--- src/rtl/instr_ctrl_unit.sv ---
// Multi-cycle fetch/decode control unit for an RV64I subset (LD, SD, ADDI, ADD, SUB).
// Drives the datapath control/operand inputs for one EXEC cycle per instruction.
module instr_ctrl_unit #(
    parameter int PC_W  = 10,
    parameter int IMM_W = 64
) (
    input  logic             clk,
    input  logic             rst_n,
    input  logic             start,
    input  logic [31:0]      imem_data,
    output logic [PC_W-1:0]  imem_addr,
    output logic             enable,
    output logic [4:0]       a,
    output logic [4:0]       b,
    output logic [4:0]       w,
    output logic [IMM_W-1:0] din,
    output logic             load_store,
    output logic             op_ula,
    output logic             operation_type,
    output logic             ula_entry,
    output logic             busy,
    output logic             done,
    output logic             illegal
);

    localparam logic [6:0]  OP_LD    = 7'b0000011;
    localparam logic [6:0]  OP_SD    = 7'b0100011;
    localparam logic [6:0]  OP_ADDI  = 7'b0010011;
    localparam logic [6:0]  OP_REG   = 7'b0110011;
    localparam logic [31:0] ECALL    = 32'h0000_0073;

    typedef enum logic [2:0] {
        S_IDLE,
        S_FETCH,
        S_DECODE,
        S_EXEC,
        S_HALT
    } state_t;

    state_t          state, state_next;
    logic [PC_W-1:0] pc;
    logic [31:0]     instr;
    logic            ill_flag;
    logic            word_legal;

    always_comb begin
        word_legal = 1'b0;
        unique case (imem_data[6:0])
            OP_LD, OP_SD: word_legal = (imem_data[14:12] == 3'b011);
            OP_ADDI:      word_legal = (imem_data[14:12] == 3'b000);
            OP_REG:       word_legal = (imem_data[14:12] == 3'b000) &&
                                       ((imem_data[31:25] == 7'b0000000) ||
                                        (imem_data[31:25] == 7'b0100000));
            default:      word_legal = 1'b0;
        endcase
    end

    always_ff @(posedge clk or negedge rst_n) begin
        if (!rst_n) begin
            state    <= S_IDLE;
            pc       <= '0;
            instr    <= '0;
            ill_flag <= 1'b0;
        end else begin
            state <= state_next;
            unique case (state)
                S_IDLE: if (start) pc <= '0;
                S_DECODE: begin
                    instr    <= imem_data;
                    ill_flag <= !word_legal && (imem_data != ECALL);
                end
                S_EXEC: pc <= pc + PC_W'(4);
                S_HALT: if (start) begin
                    pc       <= '0;
                    ill_flag <= 1'b0;
                end
                default: ;
            endcase
        end
    end

    assign imem_addr = pc;

    // Outputs decode the latched instruction combinationally so an async reset clears them at once.
    always_comb begin
        state_next     = state;
        enable         = 1'b0;
        a              = '0;
        b              = '0;
        w              = '0;
        din            = '0;
        load_store     = 1'b0;
        op_ula         = 1'b0;
        operation_type = 1'b0;
        ula_entry      = 1'b0;
        busy           = 1'b0;
        done           = 1'b0;
        illegal        = 1'b0;
        unique case (state)
            S_IDLE: if (start) state_next = S_FETCH;
            S_FETCH: begin
                busy       = 1'b1;
                state_next = S_DECODE;
            end
            S_DECODE: begin
                busy       = 1'b1;
                state_next = word_legal ? S_EXEC : S_HALT;
            end
            S_EXEC: begin
                busy       = 1'b1;
                enable     = 1'b1;
                b          = instr[19:15];
                op_ula     = 1'b1;
                load_store = 1'b1;
                state_next = S_FETCH;
                unique case (instr[6:0])
                    OP_LD: begin
                        w   = instr[11:7];
                        din = {{(IMM_W-12){instr[31]}}, instr[31:20]};
                    end
                    OP_SD: begin
                        a          = instr[24:20];
                        load_store = 1'b0;
                        din        = {{(IMM_W-12){instr[31]}}, instr[31:25], instr[11:7]};
                    end
                    OP_ADDI: begin
                        w              = instr[11:7];
                        operation_type = 1'b1;
                        din            = {{(IMM_W-12){instr[31]}}, instr[31:20]};
                    end
                    default: begin
                        a              = instr[24:20];
                        w              = instr[11:7];
                        operation_type = 1'b1;
                        ula_entry      = 1'b1;
                        op_ula         = !instr[30];
                    end
                endcase
            end
            S_HALT: begin
                done    = !ill_flag;
                illegal = ill_flag;
                if (start) state_next = S_FETCH;
            end
            default: state_next = S_IDLE;
        endcase
    end

endmodule

--- config.mk ---
export PLATFORM = sky130hd
export DESIGN_NAME = instr_ctrl_unit
export DESIGN_NICKNAME = d
export VERILOG_FILES = /design/src/rtl/instr_ctrl_unit.sv
export SDC_FILE = /design/constraint.sdc
export NUM_CORES = 1
export LEC_CHECK = 0
export BUFFER_PORTS_ARGS = -buffer_cell sky130_fd_sc_hd__buf_2
export CAP_MARGIN = 10
export CORE_ASPECT_RATIO = 1.1
export CORE_MARGIN = 1
export CORE_UTILIZATION = 32
export CTS_CLUSTER_SIZE = 24
export DETAILED_ROUTE_END_ITERATION = 12
export PLACE_DENSITY_LB_ADDON = 0.25
export SLEW_MARGIN = 20
export SYNTH_ARGS = -nofsm -noshare
export SYNTH_HDL_FRONTEND = slang
export SYNTH_SLANG_ARGS = --single-unit
--- constraint.sdc ---
create_clock -name clk -period 7.1 [get_ports clk]
set_clock_uncertainty 0.15 [all_clocks]
set_input_delay 1.065 -clock clk [delete_from_list [all_inputs] [get_ports clk]]
set_output_delay 1.065 -clock clk [all_outputs]
set_load 0.05 [all_outputs]
==> flow_summary_export.csv <==
group,metric,value,unit
floorplan,die_h,94.7,um
clock_network,clk_latency,0.29,ns
job,maxCapViolCount,0,
yosys,yosysMostFrequentCell,"buf_4",
yosys,syn_area,2500,um^2
worst_setup_path,rr_startpoint,"state[2]",
cells_and_area,fin_nets,355,
routing,drt_iter0_drc,89,
floorplan,dieArea,8180,um^2
clock_network,cts_setup_buffers,0,
cells_and_area,num-fill-cells,780,
clock_network,clk_pin_slew,0.08,ns
clock_network,clockBufferDepth,2,
min_path,min_path_type,"reg2reg",
grt,grt_pass1_vias,1740,
clock_network,cts_buffers,5,
routing,dr_total_vias,1921,
timing,hold_violations,0,
worst_setup_path,path_max_fanout,53,
routing,drtAntennaViolNets,0,
power,leakage,1.56,nW
placement,portBuffers,129,
floorplan,initial_utilization,33.3,%
cells_and_area,synthToLayoutAreaGrowth,19.0,%
floorplan,io_pins,132,
power,power_density,337,nW/um^2
power,power_switching,0.386,mW
timing,rsz0062_at_grt,"false",
placement,hpwlAfterDp,4.39,mm
min_path,min_delay_path_depth,1,
cells_and_area,fin_area,2980,um^2
routing,viasPerCell,4.52,
yosys,ys_seq_elements,41,
worst_setup_path,reg2regPathDepth,4,
cells_and_area,drive_gt1_share,55.0,%
yosys,avgSynthCellArea,10.4,um^2
placement,gp_congestion,0.704,
clock_network,holdBufCountCts,0,
cells_and_area,antenna_cells,0,
grt,grt_remaining_overflow,0,
routing,routedWlPerCell,13.5,um
worst_setup_path,cp-start-kind,"register",
yosys,netlist_top_cells_count,"buf_4 (54), dfrtp_1 (41), mux2_2 (28)",
clock_network,cts_tree,"done",
timing,slew_viol_final,0,
floorplan,fp.coreArea,7510,um^2
min_path,hp-start,"instr[6]",
power,p_comb_share,39.8,%
yosys,async_reset_ff_share,100,%
yosys,yosys_warnings,0,
floorplan,num_rows,33,
timing,fin_crit,3.96,ns
yosys,seq_area_frac_synth,41.0,%
timing,finalCritPeriodShare,55.8,%
yosys,synth_top_area_share,41.0,%
yosys,yosysTopAreaCell,"dfrtp_1",
timing,setup_tns,0,ns
timing,final-setup-viol-count,0,
clock_network,cts_root_buf,"clkbuf_8",
yosys,syn_inst,241,
timing,max-slew-margin-rel,36.9,%
yosys,ys_types,43,
placement,place_area,2860,um^2
worst_setup_path,rrSetupSlack,5.27,ns
timing,fmax,0.252,GHz
power,swShare,38.5,%
floorplan,die_w,86.3,um
clock_network,post_cts_resized,0,
worst_setup_path,max_stage_delay,0.57,ns
worst_setup_path,required,5.88,ns
cells_and_area,regArea,1030,um^2
worst_setup_path,crit_arrival,2.75,ns
timing,tightestPinTransition,0.946,ns
run_status,status,"finished, final reports clean",
routing,drc,0,
yosys,synth_edf_count,0,
grt,grt_max_degree,54,
cells_and_area,multi_input_area,1040,um^2
power,power_frac_seq,40.8,%
grt,grt_antenna_before_repair,0,
grt,grt_pass1_wl,8.90,mm
routing,wirelength,5.73,mm
power,ir_drop,0.163,mV
worst_setup_path,path_cells,"nand4bb_1 -> nor3_2 -> o21a_1 -> and2_2 -> buf_2",
worst_setup_path,critical_path_class,"reg2out",
worst_setup_path,worst_path_max_delay_cell,"and2_2",
grt,grtUsageTotal,14.3,%
power,p_int,0.616,mW
yosys,synthTopCellsByArea,"dfrtp_1 (41%), buf_4 (16%), mux2_2 (13%)",
routing,dr.pass1.iters,4,
min_path,min_to,"instr[6]",
worst_setup_path,r2r-end,"instr[24]",
clock_network,cts.sinks,41,
worst_setup_path,critPathCaptureType,"primary output",
power,clkPwrFrac,19.4,%
yosys,synth_ff_type,"dfrtp_1",
clock_network,htree_levels,2,
[worst max-delay path by stage]
stage,start,to,depth (start not counted)
floorplan,instr[3],din[12],5
global placement,instr[3],din[12],5
detailed placement,instr[3],din[21],5
CTS,instr[3],din[21],5
global route,state[0],din[21],5
finish,instr[3],din[21],5
[critical path, delay by kind of cell (launching register included)]
| family | cells | cell delay, ns |
|---|---|---|
| AND/OR/NAND/NOR | 3 | 1.33 |
| flip-flops | 1 | 0.39 |
| buffers and inverters | 1 | 0.37 |
| AO/OA/AOI/OAI | 1 | 0.35 |
[power groups by stage]
stage,Combinational [mW],Clock [mW],Sequential [mW]
3_3_place_gp,0.396,0,0.413
3_5_place_dp,0.404,0,0.413
5_1_grt,0.430,0.213,0.425
4_1_cts,0.404,0.204,0.409
6_report,0.398,0.195,0.409
2_1_floorplan,0.330,0,0.392
[layout by cell type, fill, tap and decap left out, drive strengths merged, types with 2 or more instances in the layout]
cell type / n
buf: 131
dfrtp: 41
mux2: 29
and2: 22
nor2: 19
nand2: 8
clkbuf: 7
o21ai: 5
a22oi: 5
a21oi: 5
nor3: 5
nand3b: 3
nand4: 3
nor4: 3
nand4bb: 2
nand2b: 2
nand4b: 2
xnor2: 2
or3: 2
xor2: 2
or4b: 2
conb: 2
or4: 2
a21o: 2
[per-layer routing]
layer	GRT usage [%]	wire length, um
met5	0	0
met4	3.75	60
met3	2.97	266
met2	24.1	2860
met1	18.5	2550
[cell type report]
type,instances,area share [%]
Clock buffer,7,2.90
Clock inverter,1,1.01
Inverter,1,0.126
Multi-Input combinational cell,139,34.9
Sequential cell,41,34.5
Tap cell,105,4.41
Timing Repair Buffer,131,22.2
[cells by family after synthesis]
kind of cell / after synthesis / synth area share [%]
adders and majority gates: 1 / 0.500
other: 1 / 0.150
DFF: 41 / 41.0
buffers and inverters: 62 / 17.7
muxes: 29 / 13.0
xor gates and xnor gates: 4 / 1.40
AOI/OAI and AO/OA: 23 / 6.90
and+or+nand+nor: 80 / 19.3
[sequential cells by signal, summed over array words and instances, names as in the netlist]
register   cells
instr         29
state          3
ill_flag       1
imem_addr      8
[metrics by stage]
step	setup WS [ns]	std cells	utilization, %	total power [mW]	hold slack (ns)
global placement	3.14	417	38.1	0.809	0.318
floorplan	3.01	242	-	0.722	0.300
finish	3.14	425	39.6	1.00	0.342
CTS	2.67	425	39.6	1.02	0.344
global route	2.81	425	39.6	1.07	0.362
detailed placement	3.01	417	38.1	0.818	0.325
No activity file was read; power rests on OpenSTA's default activity.
